**config.mk**
```make
export PLATFORM = sky130hd
export DESIGN_NAME = hex_count_source_flat
export DESIGN_NICKNAME = d
export VERILOG_FILES = /design/src/rtl/hex_count_pkg.sv /design/src/rtl/hex_count_source_if.sv /design/src/rtl/hex_decoder.sv /design/src/rtl/rate_divider.sv /design/src/rtl/hex_count_source.sv /design/src/flat_wrapper.sv
export SDC_FILE = /design/constraint.sdc
export NUM_CORES = 1
export LEC_CHECK = 0
export ABC_AREA = 1
export CAP_MARGIN = 20
export CELL_PAD_IN_SITES_DETAIL_PLACEMENT = 0
export CELL_PAD_IN_SITES_GLOBAL_PLACEMENT = 1
export CORE_MARGIN = 4
export CORE_UTILIZATION = 40
export DETAILED_ROUTE_END_ITERATION = 6
export PLACE_DENSITY = 0.82
export SYNTH_ARGS = -nofsm -noshare
export SYNTH_HDL_FRONTEND = slang
export SYNTH_SLANG_ARGS = --single-unit
```
**constraint.sdc**
```tcl
create_clock -name clk -period 3 [get_ports clk]
set_input_delay 0.6 -clock clk [delete_from_list [all_inputs] [get_ports clk]]
set_output_delay 0.6 -clock clk [all_outputs]
set_load 0.005 [all_outputs]
```
**src/rtl/hex_count_pkg.sv**
```systemverilog
`default_nettype none
// ============================================================================
// Module   : hex_count_pkg
// Purpose  : Shared definitions for the hex count source. Holds the step-period
//            speed codes and the reload-value helper used by the top level.
// Ports    : none (package)
// Revision : 1.0 - initial release
// ============================================================================
package hex_count_pkg;

  typedef enum logic [1:0] {
    SPD_FAST = 2'b00,
    SPD_1S   = 2'b01,
    SPD_2S   = 2'b10,
    SPD_4S   = 2'b11
  } speed_e;

  // Divider reload value R for a speed code. The counter steps once every
  // R+1 enabled cycles, so R = 0 gives a step on every enabled cycle.
  function automatic logic [31:0] reload(input logic [1:0] spd,
                                         input int unsigned clk_hz);
    logic [31:0] r;
    r = 32'd0;
    case (spd)
      SPD_FAST: r = 32'd0;
      SPD_1S:   r = 32'(clk_hz - 1);
      SPD_2S:   r = 32'((2 * clk_hz) - 1);
      SPD_4S:   r = 32'((4 * clk_hz) - 1);
      default:  r = 32'd0;
    endcase
    return r;
  endfunction

endpackage
`default_nettype wire

```
**src/rtl/hex_count_source_if.sv**
```systemverilog
`default_nettype none
// ============================================================================
// Module   : hex_count_source_if
// Purpose  : Control/data bundle between the hex count source and its user.
//            master drives the controls and reads count/tick; slave is the
//            counter itself.
// Signals  : enable, load, load_value[3:0], speed[1:0], up_down (to source)
//            count[3:0], tick (from source)
//            seg[6:0] (from source, only with HEX_COUNT_SOURCE_SEG_EN)
// Revision : 1.0 - initial release
// ============================================================================
interface hex_count_source_if;

  logic       enable;
  logic       load;
  logic [3:0] load_value;
  logic [1:0] speed;
  logic       up_down;
  logic [3:0] count;
  logic       tick;
`ifdef HEX_COUNT_SOURCE_SEG_EN
  logic [6:0] seg;

  modport master (
    output enable, load, load_value, speed, up_down,
    input  count, tick, seg
  );

  modport slave (
    input  enable, load, load_value, speed, up_down,
    output count, tick, seg
  );
`else
  modport master (
    output enable, load, load_value, speed, up_down,
    input  count, tick
  );

  modport slave (
    input  enable, load, load_value, speed, up_down,
    output count, tick
  );
`endif

endinterface
`default_nettype wire

```
**src/rtl/hex_decoder.sv**
```systemverilog
`default_nettype none
// ============================================================================
// Module   : hex_decoder
// Purpose  : Combinational 4-bit to 7-segment decoder, active-high segments.
// Ports    : hex[3:0] - nibble in
//            seg[6:0] - segments, bit 0 = a ... bit 6 = g
// Revision : 1.0 - initial release
// ============================================================================
module hex_decoder (
  input  logic [3:0] hex,
  output logic [6:0] seg
);

  always_comb begin
    seg = 7'b0000000;
    case (hex)
      4'h0: seg = 7'b0111111;
      4'h1: seg = 7'b0000110;
      4'h2: seg = 7'b1011011;
      4'h3: seg = 7'b1001111;
      4'h4: seg = 7'b1100110;
      4'h5: seg = 7'b1101101;
      4'h6: seg = 7'b1111101;
      4'h7: seg = 7'b0000111;
      4'h8: seg = 7'b1111111;
      4'h9: seg = 7'b1101111;
      4'hA: seg = 7'b1110111;
      4'hB: seg = 7'b1111100;
      4'hC: seg = 7'b0111001;
      4'hD: seg = 7'b1011110;
      4'hE: seg = 7'b1111001;
      4'hF: seg = 7'b1110001;
      default: seg = 7'b0000000;
    endcase
  end

endmodule
`default_nettype wire

```
**src/rtl/rate_divider.sv**
```systemverilog
`default_nettype none
// ============================================================================
// Module   : rate_divider
// Purpose  : Down-counting period divider. Emits a combinational step pulse in
//            the enabled cycle where the divider sits at zero, then reloads.
// Ports    : clk, reset     - clock, synchronous active-high reset
//            enable         - 1 = count down, 0 = hold
//            restart        - reload the divider, suppress any step
//            reload[DIV_W]  - value loaded on reset/restart/step
//            step           - one-cycle step request to the counter
// Revision : 1.0 - initial release
// ============================================================================
module rate_divider #(
  parameter int unsigned DIV_W = 32
) (
  input  logic             clk,
  input  logic             reset,
  input  logic             enable,
  input  logic             restart,
  input  logic [DIV_W-1:0] reload,
  output logic             step
);

  localparam logic [DIV_W-1:0] C_ONE = {{(DIV_W-1){1'b0}}, 1'b1};

  logic [DIV_W-1:0] r_div;
  logic             w_zero;

  assign w_zero = (r_div == '0);
  // A restart wins over a pending step, so no tick survives a reload.
  assign step   = enable && !restart && w_zero;

  always_ff @(posedge clk) begin
    if (reset || restart) begin
      r_div <= reload;
    end else if (enable) begin
      if (w_zero) begin
        r_div <= reload;
      end else begin
        r_div <= r_div - C_ONE;
      end
    end
  end

endmodule
`default_nettype wire

```
**src/rtl/hex_count_source.sv**
```systemverilog
`default_nettype none
// ============================================================================
// Module   : hex_count_source
// Purpose  : Nibble source for the 7-segment hex digit path. Steps a 4-bit
//            up/down counter once per programmable period, with parallel load
//            and enable/hold. Priority: reset > load > speed change > step.
// Ports    : clk   - board clock
//            reset - synchronous, active-high reset
//            bus   - hex_count_source_if.slave (enable, load, load_value,
//                    speed, up_down in; count, tick [, seg] out)
// Options  : HEX_COUNT_SOURCE_SEG_EN - adds bus.seg, driven by a hex_decoder
//            on count (combinational, same cycle as count).
// Params   : CLK_HZ - clock cycles per second
//            DIV_W  - divider width, must hold 4*CLK_HZ-1
// Revision : 1.0 - initial release
// ============================================================================
module hex_count_source #(
  parameter int unsigned CLK_HZ = 50_000_000,
  parameter int unsigned DIV_W  = 32
) (
  input  logic              clk,
  input  logic              reset,
  hex_count_source_if.slave bus
);

  import hex_count_pkg::*;

  logic [DIV_W-1:0] w_reload;
  logic             w_speed_chg;
  logic             w_restart;
  logic             w_step;
  logic [1:0]       r_speed_q;
  logic [3:0]       r_count;
  logic             r_tick;

  assign w_reload    = DIV_W'(reload(bus.speed, CLK_HZ));
  assign w_speed_chg = (bus.speed != r_speed_q);
  // Load and speed change both restart the period, regardless of enable.
  assign w_restart   = bus.load || w_speed_chg;

  rate_divider #(
    .DIV_W (DIV_W)
  ) u_rate_divider (
    .clk     (clk),
    .reset   (reset),
    .enable  (bus.enable),
    .restart (w_restart),
    .reload  (w_reload),
    .step    (w_step)
  );

  always_ff @(posedge clk) begin
    if (reset) begin
      r_count   <= 4'h0;
      r_tick    <= 1'b0;
      r_speed_q <= bus.speed;
    end else begin
      r_speed_q <= bus.speed;
      r_tick    <= 1'b0;
      if (bus.load) begin
        r_count <= bus.load_value;
      end else if (w_step) begin
        // Modulo-16 wrap falls out of the 4-bit arithmetic.
        r_count <= bus.up_down ? (r_count + 4'd1) : (r_count - 4'd1);
        r_tick  <= 1'b1;
      end
    end
  end

  assign bus.count = r_count;
  assign bus.tick  = r_tick;

`ifdef HEX_COUNT_SOURCE_SEG_EN
  logic [6:0] w_seg;

  hex_decoder u_hex_decoder (
    .hex (r_count),
    .seg (w_seg)
  );

  assign bus.seg = w_seg;
`endif

endmodule
`default_nettype wire

```
**src/flat_wrapper.sv**
```systemverilog
// flat-port wrapper written by rule: the top's interface ports become plain ports
module hex_count_source_flat import hex_count_pkg::*;
#(
  parameter int unsigned CLK_HZ = 50_000_000,
  parameter int unsigned DIV_W  = 32
)
  (clk, reset, bus_enable, bus_load, bus_load_value, bus_speed, bus_up_down, bus_count, bus_tick);
  hex_count_source_if bus_i ();
  input  logic clk;
  input  logic reset;
  input wire logic [$bits(bus_i.enable)-1:0] bus_enable;
  input wire logic [$bits(bus_i.load)-1:0] bus_load;
  input wire logic [$bits(bus_i.load_value)-1:0] bus_load_value;
  input wire logic [$bits(bus_i.speed)-1:0] bus_speed;
  input wire logic [$bits(bus_i.up_down)-1:0] bus_up_down;
  output wire logic [$bits(bus_i.count)-1:0] bus_count;
  output wire logic [$bits(bus_i.tick)-1:0] bus_tick;
  assign bus_i.enable = bus_enable;
  assign bus_i.load = bus_load;
  assign bus_i.load_value = bus_load_value;
  assign bus_i.speed = bus_speed;
  assign bus_i.up_down = bus_up_down;
  assign bus_count = bus_i.count;
  assign bus_tick = bus_i.tick;
  hex_count_source #(.CLK_HZ(CLK_HZ), .DIV_W(DIV_W)) u_core (.clk(clk), .reset(reset), .bus(bus_i));
endmodule
```
Word level (Yosys, flattened, before mapping) --
Index checks and enable logic that the tools add are counted.
Storage, ports and cells: bits in registers 39, input bits 11
Cells by class: add/sub/neg operators 3, equality and inequality tests 4, mux-type cells 8, reduce and logical (&&, ||, !) cells 10
Operators with widths (count):
- 32-bit case mux with 4 select lines | 1
- 32-bit two-way mux | 3
- 32-bit logical NOT | 1
- 32-bit by 1-bit subtractor with 32-bit output, second input constant | 1
- 4-bit two-way mux | 3
- 4-bit by 1-bit adder with 4-bit output, second input constant | 1
- 2-bit equality test, second input constant | 2
- 2-bit nonzero test | 2
- 4-bit by 1-bit subtractor with 4-bit output, second input constant | 1
- 2-bit by 1-bit equality test with 1-bit output, second input constant | 1
- 1-bit logical AND | 2
- 2-bit logical NOT | 1
- 1-bit logical OR | 2
- 2-bit != test | 1
- 2-bit OR reduction | 1
- 1-bit logical NOT | 1
- 1-bit two-way mux | 1

Longest topological paths before layout --
Gate-level depths: netlist of run 1.
word-level depth 7, mapped depth 11

By module --
Synthesis of run 1 repeated with hierarchy kept, for this count alone.
Second synthesis, totals: cell total of the unflattened synthesis 414, area, all modules 2864.0 um^2
By module, submodules not included:
- rate_divider | times used 1, cells each 347, area each 2364.8 um^2
- hex_count_source | times used 1, cells each 67, area each 499.2 um^2

Worst setup path before layout of run 1 --
Ideal clock, no wire load.
path kind input to register, start in bus_load, end reg u_core.u_rate_divider.r_div[0], enable pin, setup time 478 ps, arrival 1839 ps, data required time 2522 ps, setup slack 684 ps, stages on the path 7, path buffers 1, path through buf_2 -> clkinv_2 -> nand2_1 -> a21oi_2 -> nand3_2 -> inv_1 -> nand2_1
Between the ends: longest elaborated chain between the ends 3
RTL lines:
- start: declaration | RTL line flat_wrapper.sv:12 | input wire logic [$bits(bus_i.load)-1:0] bus_load;
- 1-bit logical OR | RTL line hex_count_source.sv:39 | assign w_restart = bus.load || w_speed_chg;
- 1-bit logical OR | RTL line rate_divider.sv:34 | if (reset || restart) begin
- 2-bit nonzero test (no source line)
- end signal: assignment | RTL line rate_divider.sv:35 | r_div <= reload;
- end signal: assignment | RTL line rate_divider.sv:38 | r_div <= reload;
- end signal: assignment | RTL line rate_divider.sv:40 | r_div <= r_div - C_ONE;
- end: declaration | RTL line rate_divider.sv:26 | logic [DIV_W-1:0] r_div;
No other way between the ends. A chain may end at the register's enable or synchronous reset.

Worst setup path after layout of run 1 --
start reg u_core.u_rate_divider.r_div[7], end reg u_core.u_rate_divider.r_div[2] (data pin)
Between the ends: longest elaborated chain between the ends 4
RTL lines:
- 32-bit logical NOT | RTL line rate_divider.sv:29 | assign w_zero = (r_div == '0);
- 32-bit two-way mux | RTL line rate_divider.sv:37 | if (w_zero) begin
- 32-bit two-way mux | RTL line rate_divider.sv:36 | end else if (enable) begin
- 32-bit two-way mux | RTL line rate_divider.sv:34
No other way between the ends. The select of a mux whose other input is x is not followed.

==> impl_metrics.ini, run 1 <==
[min_path]
hold_start = u_core.u_rate_divider.r_div[0]
hp-class = register to register
hold_depth = 1
holdPathEnd = u_core.u_rate_divider.r_div[0]

[setup_path]
r2r_end = u_core.u_rate_divider.r_div[2]
startpoint_type = register
arrival_ns = 2.31
reg2reg_from = u_core.u_rate_divider.r_div[7]
cp.required_ns = 3.05
cp_slowest_cell = edfxtp_1
end_kind = register
reg2reg_slack_ns = 0.75
path_max_fanout = 15
critPathBufInv = 3
path_cells = nor2_1 -> nand2_1 -> nor2_1 -> nand2_2 -> nor2_4 -> nor2_2 -> inv_2 -> buf_4 -> nand2_1 -> o21ai_1 -> inv_1
crit_family = simple AND/OR/NAND/NOR gates
rr_worst_depth = 11
worstSetupPathType = register to register
cpPeakStageDelay_ns = 0.45

[clocking]
cts_tree = built
htree_num_levels = 2
cts_hold_repair.buffers = 0
cts_buffer_depth = 2
post_cts_resize_count = 0
cts_root_buf = clkbuf_8
numCtsBuffers = 5
clk_latency_ns = 0.29
cts.sinks = 39
postCtsSetupBuffers = 0
path_clk_slew_ns = 0.07

[flow_run]
maxCapViolations = 0

[sta]
slew_viol_final = 0
fin_skew_ns = 0.005472
slew_headroom = 0.7805
fin_setup_tns_ns = 0
fmax_mhz = 443.8
fin_crit_sh = 0.7512
max_slew.worst_pin.slew_ns = 0.3284
rsz0062_at_grt = false
period_needed_ns = 2.254
hold_viol_final = 0
finalSetupViolations = 0

[layout]
fin_nets = 379
drive_above_1_share = 0.09418
diodes = 0
layout.cells.non_filler = 438
area_growth_pct = 13.93
fill_cells = 633

[place]
numPortBuffers = 15
gp_congestion = 0.8477
placedCellCount = 430
dp_hpwl_mm = 4.569

[die]
fp.dieH_um = 89.26
core_sq_um = 6386
num_rows = 29
die_area_sq_um = 7967
initial_core_util = 0.4136
die_x_um = 89.26
pin_count = 16

[routing]
drc = 0
dr.pass1.iters = 4
routed_wl_mm = 5.873
detailedRoute.firstIterationViolations = 128
vias = 2183
ant_nets = 0
wl_per_cell_um = 13.41
vias_per_cell = 4.984

[global_routing]
antenna_found_initial = 0
gr-total-overflow = 0
grt_max_degree = 27
grt_pass1_wl_mm = 10.42
first_global_vias = 2198
grt_usage = 0.1699

[synthesis]
syn_inst = 338
ys_seq_area_frac = 0.4169
synth_cell_types = 34
ys_ff_latch = 39
yosys_warnings = 0
synth_fp_nets = 357
synth_area_sq_um = 2641
avgSynthCellArea_sq_um = 7.814

[power_and_ir_drop]
ir_drop_mv = 0.2185
p_leak_nw = 1.206
power_mw = 1.346
power_density_nw_per_um2 = 447.3

[status]
outcome = complete, no violations
-- cell usage after synthesis --
cell      number  area, sq um
nor2_4         4        45.04
buf_2          1        5.000
nand2_1       95        356.6
nand3_1       17        85.08
a21boi_1       1        7.510
o21bai_1       1        7.510
or2_2          1        6.260
nand3b_1       5        37.54
edfxtp_1      32        960.9
nor3_1         5        25.02
a21oi_1       10        50.05
fa_1           1        20.02
or2_0          1        6.260
ha_1           7        87.58
xnor2_1       12        105.1
or3_1          1        6.260
a21o_1         1        7.510
buf_6          3        33.78
nand4_1        7        43.79
o211ai_1       2        15.01
nand2_2        2        12.51
a21oi_2        1        8.760
nand3_2        1        10.01
clkinv_2       1        5.000
nor3b_2        1        12.51
xor2_1        10        87.58
dfxtp_1        7        140.1
o21ai_0        5        25.02
nor3_2         1        10.01
nor2_2         8        50.05
inv_2          2        7.510
nor2_1        48        180.2
inv_1         32        120.1
o21ai_1       12        60.06
-- power breakdown --
part	internal [mW]	switching (mW)	leakage, nW
sequential	0.631	0.0427	0.401
clock	0.269	0.191	0.0612
combinational	0.0897	0.122	0.744
total	0.990	0.356	1.21
-- placed cells by master, fill, tap and decap left out, types with 2 or more instances in the layout --
| cell type | instances |
|---|---|
| inv_2 | 2 |
| nor2_2 | 8 |
| nand2_2 | 2 |
| nand4_1 | 7 |
| nand3b_1 | 5 |
| dfxtp_1 | 7 |
| nor2_1 | 48 |
| o211ai_1 | 2 |
| clkbuf_8 | 6 |
| nor3_1 | 5 |
| o21ai_1 | 12 |
| nor2_4 | 4 |
| inv_1 | 32 |
| clkinv_2 | 2 |
| xor2_1 | 10 |
| clkdlybuf4s50_1 | 15 |
| o21ai_0 | 5 |
| xnor2_1 | 12 |
| edfxtp_1 | 32 |
| nand2_1 | 95 |
| nand3_1 | 17 |
| buf_4 | 3 |
| a21oi_1 | 10 |
| ha_1 | 7 |
-- routing by layer --
layer | vias up | GRT usage | wire (um)
li1 | 1149 | - | -
met2 | 35 | 0.2733 | 2734
met5 | - | 0 | 0
met4 | 0 | 0.04060 | 63
met3 | 6 | 0.03318 | 229
met1 | 993 | 0.2364 | 2847
-- area by class of cell --
type	count	area (sq um)	area share
Sequential cell	39	1101	0.3659
Timing Repair Buffer	19	192.7	0.06403
Multi-Input combinational cell	260	1369	0.4549
Clock buffer	6	82.58	0.02744
Clock inverter	2	35.03	0.01164
Inverter	35	132.6	0.04407
Tap cell	77	96.34	0.03202
-- cell families (layout without fill, tap and decap cells) --
| logic type | after synthesis | count (layout) | share of synthesized area |
|---|---|---|---|
| compound gates | 33 | 33 | 0.06869 |
| xor+xnor | 22 | 22 | 0.07295 |
| fa+ha+maj | 8 | 8 | 0.04074 |
| buf+inv | 39 | 62 | 0.06490 |
| flops | 39 | 39 | 0.4169 |
| simple gates | 197 | 197 | 0.3359 |
-- how the worst max path moves through the flow --
stage / slack (ns) / start / cells past startpoint / to
CTS: 0.73 / u_core.u_rate_divider.r_div[25] / 11 / u_core.u_rate_divider.r_div[2]
global route: 0.55 / u_core.u_rate_divider.r_div[7] / 11 / u_core.u_rate_divider.r_div[5]
detailed placement: 0.47 / bus_load / 11 / u_core.u_rate_divider.r_div[14]
global placement: 0.52 / bus_load / 11 / u_core.u_rate_divider.r_div[14]
finish: 0.75 / u_core.u_rate_divider.r_div[7] / 11 / u_core.u_rate_divider.r_div[2]
floorplan: 0.68 / bus_load / 7 / u_core.u_rate_divider.r_div[0]
-- through the flow --
| step | area (sq um) | setup slack [ns] | hold slack, ns | utilization |
|---|---|---|---|---|
| floorplan | 2641 | 0.6837 | 0.5501 | - |
| global placement | 2892 | 0.5234 | 0.5801 | 0.4528 |
| detailed placement | 2892 | 0.4692 | 0.5729 | 0.4528 |
| CTS | 3009 | 0.7292 | 0.5851 | 0.4712 |
| global route | 3009 | 0.5504 | 0.5918 | 0.4712 |
| finish | 3009 | 0.7465 | 0.5805 | 0.4712 |
-- registers in the layout (all words and copies together), names as in the netlist --
signal                       cells
u_core.u_rate_divider.r_div     32
u_core.bus.count                 4
u_core.r_speed_q                 2
u_core.bus.tick                  1
-- worst reg2reg max path: stages (launching register included) --
cell and delay [ns]:
edfxtp_1 0.45, nor2_1 0.26, nand2_1 0.13, nor2_1 0.13, nand2_2 0.08, nor2_4 0.17, nor2_2 0.06, inv_2 0.16
buf_4 0.25, nand2_1 0.16, o21ai_1 0.11, inv_1 0.06
No activity file was read; power rests on OpenSTA's default activity.
==> run 2: changes to the inputs <==
Clock period 3 ns to 2.25 ns, I/O delays scaled along.
==> impl_metrics.ini, run 2 (synthesized netlist as in run 1, its figures left out) <==
[min_path]
hp-class = register to register
hold_depth = 1
hold_start = u_core.u_rate_divider.r_div[0]
holdPathEnd = u_core.u_rate_divider.r_div[0]

[power_and_ir_drop]
power_mw = 1.780
p_leak_nw = 1.233
power_density_nw_per_um2 = 582.8
ir_drop_mv = 0.2979

[flow_run]
maxCapViolations = 0

[setup_path]
reg2reg_slack_ns = 0.18
startpoint_type = register
worstSetupPathType = register to register
end_kind = register
path_max_fanout = 10
cp.required_ns = 2.31
path_cells = inv_1 -> ha_1 -> nand2_1 -> nor2_1 -> nand2_2 -> nor2_4 -> nor2_2 -> buf_4 -> or2_0 -> o21ai_1 -> inv_2
arrival_ns = 2.13
critPathBufInv = 3
reg2reg_from = u_core.u_rate_divider.r_div[0]
crit_family = simple AND/OR/NAND/NOR gates
cp_slowest_cell = edfxtp_1
cpPeakStageDelay_ns = 0.41
r2r_end = u_core.u_rate_divider.r_div[12]
rr_worst_depth = 11

[layout]
drive_above_1_share = 0.1114
layout.cells.non_filler = 445
fin_nets = 386
area_growth_pct = 15.63
largest_reg_flops = 32
layout_common_cells = 94 x nand2_1, 48 x nor2_1, 32 x inv_1, 32 x edfxtp_1, 17 x nand3_1
mostFrequentLayoutCell = nand2_1
fill_cells = 635
postLayoutCoreUtil = 0.4783
diodes = 0
largest-register = u_core.u_rate_divider.r_div
multiInputGateArea_sq_um = 1371
regArea_sq_um = 1101

[routing]
detailedRoute.firstIterationViolations = 166
vias = 2230
drc = 0
dr.pass1.iters = 4
routed_wl_mm = 5.915
vias_per_cell = 5.011
wl_per_cell_um = 13.29
ant_nets = 0

[global_routing]
grt_max_degree = 33
gr-total-overflow = 0
grt_usage = 0.1686
grt_pass1_wl_mm = 10.22
first_global_vias = 2139
antenna_found_initial = 0

[sta]
finalSetupViolations = 0
slew_viol_final = 0
max_slew.worst_pin.slew_ns = 0.2999
hold_viol_final = 0
fin_ws_ns = 0.1768
rsz0062_at_grt = false
fin_skew_ns = 0.01417
period_needed_ns = 2.073
fin_setup_tns_ns = 0
slew_headroom = 0.7992
fmax_mhz = 482.4
fin_crit_sh = 0.9214

[clocking]
cts_root_buf = clkbuf_8
clk_latency_ns = 0.30
cts_buffer_depth = 2
htree_num_levels = 2
numCtsBuffers = 5
path_clk_slew_ns = 0.08
cts.sinks = 39
cts_tree = built

[place]
gp_congestion = 0.8186
numPortBuffers = 15
dp_hpwl_mm = 4.558
placedCellCount = 437
post-place-ws_ns = 0.006522

[die]
core_sq_um = 6386
fp.dieH_um = 89.26
num_rows = 29
initial_core_util = 0.4136
die_x_um = 89.26
pin_count = 16
die_area_sq_um = 7967

[status]
outcome = complete, no violations
## run 2: cell type report
class,instances,share of cell area
clock buffer,5,0.02253
multi-input combinational,260,0.4490
clock inverter,3,0.01270
timing repair buffer,26,0.08029
tap,77,0.03154
inverter,35,0.04342
sequential,39,0.3605
## run 2: routing by layer
layer | track usage | wire (um) | vias to the layer above
li1 | - | - | 1158
met1 | 0.2377 | 2855 | 1033
met2 | 0.2632 | 2737 | 33
met3 | 0.03594 | 245 | 6
met4 | 0.04465 | 76 | 0
met5 | 0 | 0 | -
## run 2: worst max path at each step
stage	startpoint	endpoint	slack [ns]	depth (start not counted)
2_1_floorplan	bus_load	u_core.u_rate_divider.r_div[0]	0.08	7
3_3_place_gp	bus_speed[0]	u_core.u_rate_divider.r_div[13]	0.08	8
3_5_place_dp	bus_speed[0]	u_core.u_rate_divider.r_div[14]	0.007	8
4_1_cts	u_core.u_rate_divider.r_div[0]	u_core.u_rate_divider.r_div[12]	0.17	11
5_1_grt	u_core.u_rate_divider.r_div[0]	u_core.u_rate_divider.r_div[12]	0.001	11
6_report	u_core.u_rate_divider.r_div[0]	u_core.u_rate_divider.r_div[12]	0.18	11
## run 2: worst register-to-register path: stages (launching register included)
cell and delay (ns):
edfxtp_1 0.41, inv_1 0.09, ha_1 0.21, nand2_1 0.14, nor2_1 0.17, nand2_2 0.08, nor2_4 0.16, nor2_2 0.06
buf_4 0.18, or2_0 0.20, o21ai_1 0.09, inv_2 0.04
## run 2: power breakdown
part	leakage, nW	internal [mW]	switching (mW)
clock	0.0556	0.325	0.263
sequential	0.401	0.842	0.0550
combinational	0.777	0.130	0.166
## run 2: metrics by stage
stage / hold WS, ns / instance area [sq um]
finish: 0.6034 / 3054
global placement: 0.5854 / 2944
floorplan: 0.4777 / 2641
global route: 0.6308 / 3054
detailed placement: 0.5775 / 2944
CTS: 0.5953 / 3052
## run 2: timing repair
| action | in CTS | in global routing |
|---|---|---|
| buffers inserted | 0 | 0 |
| gates resized for setup | 0 | 1 |
| hold buffers | 0 | 0 |
| endpoints found under the setup margin | 0 | 6 |
==> run 3: changes to the inputs <==
Settings changed: CTS_CLUSTER_SIZE set to 25.
==> results of run 3 <==
Final layout, timing and power as in run 2 (identical DEF).
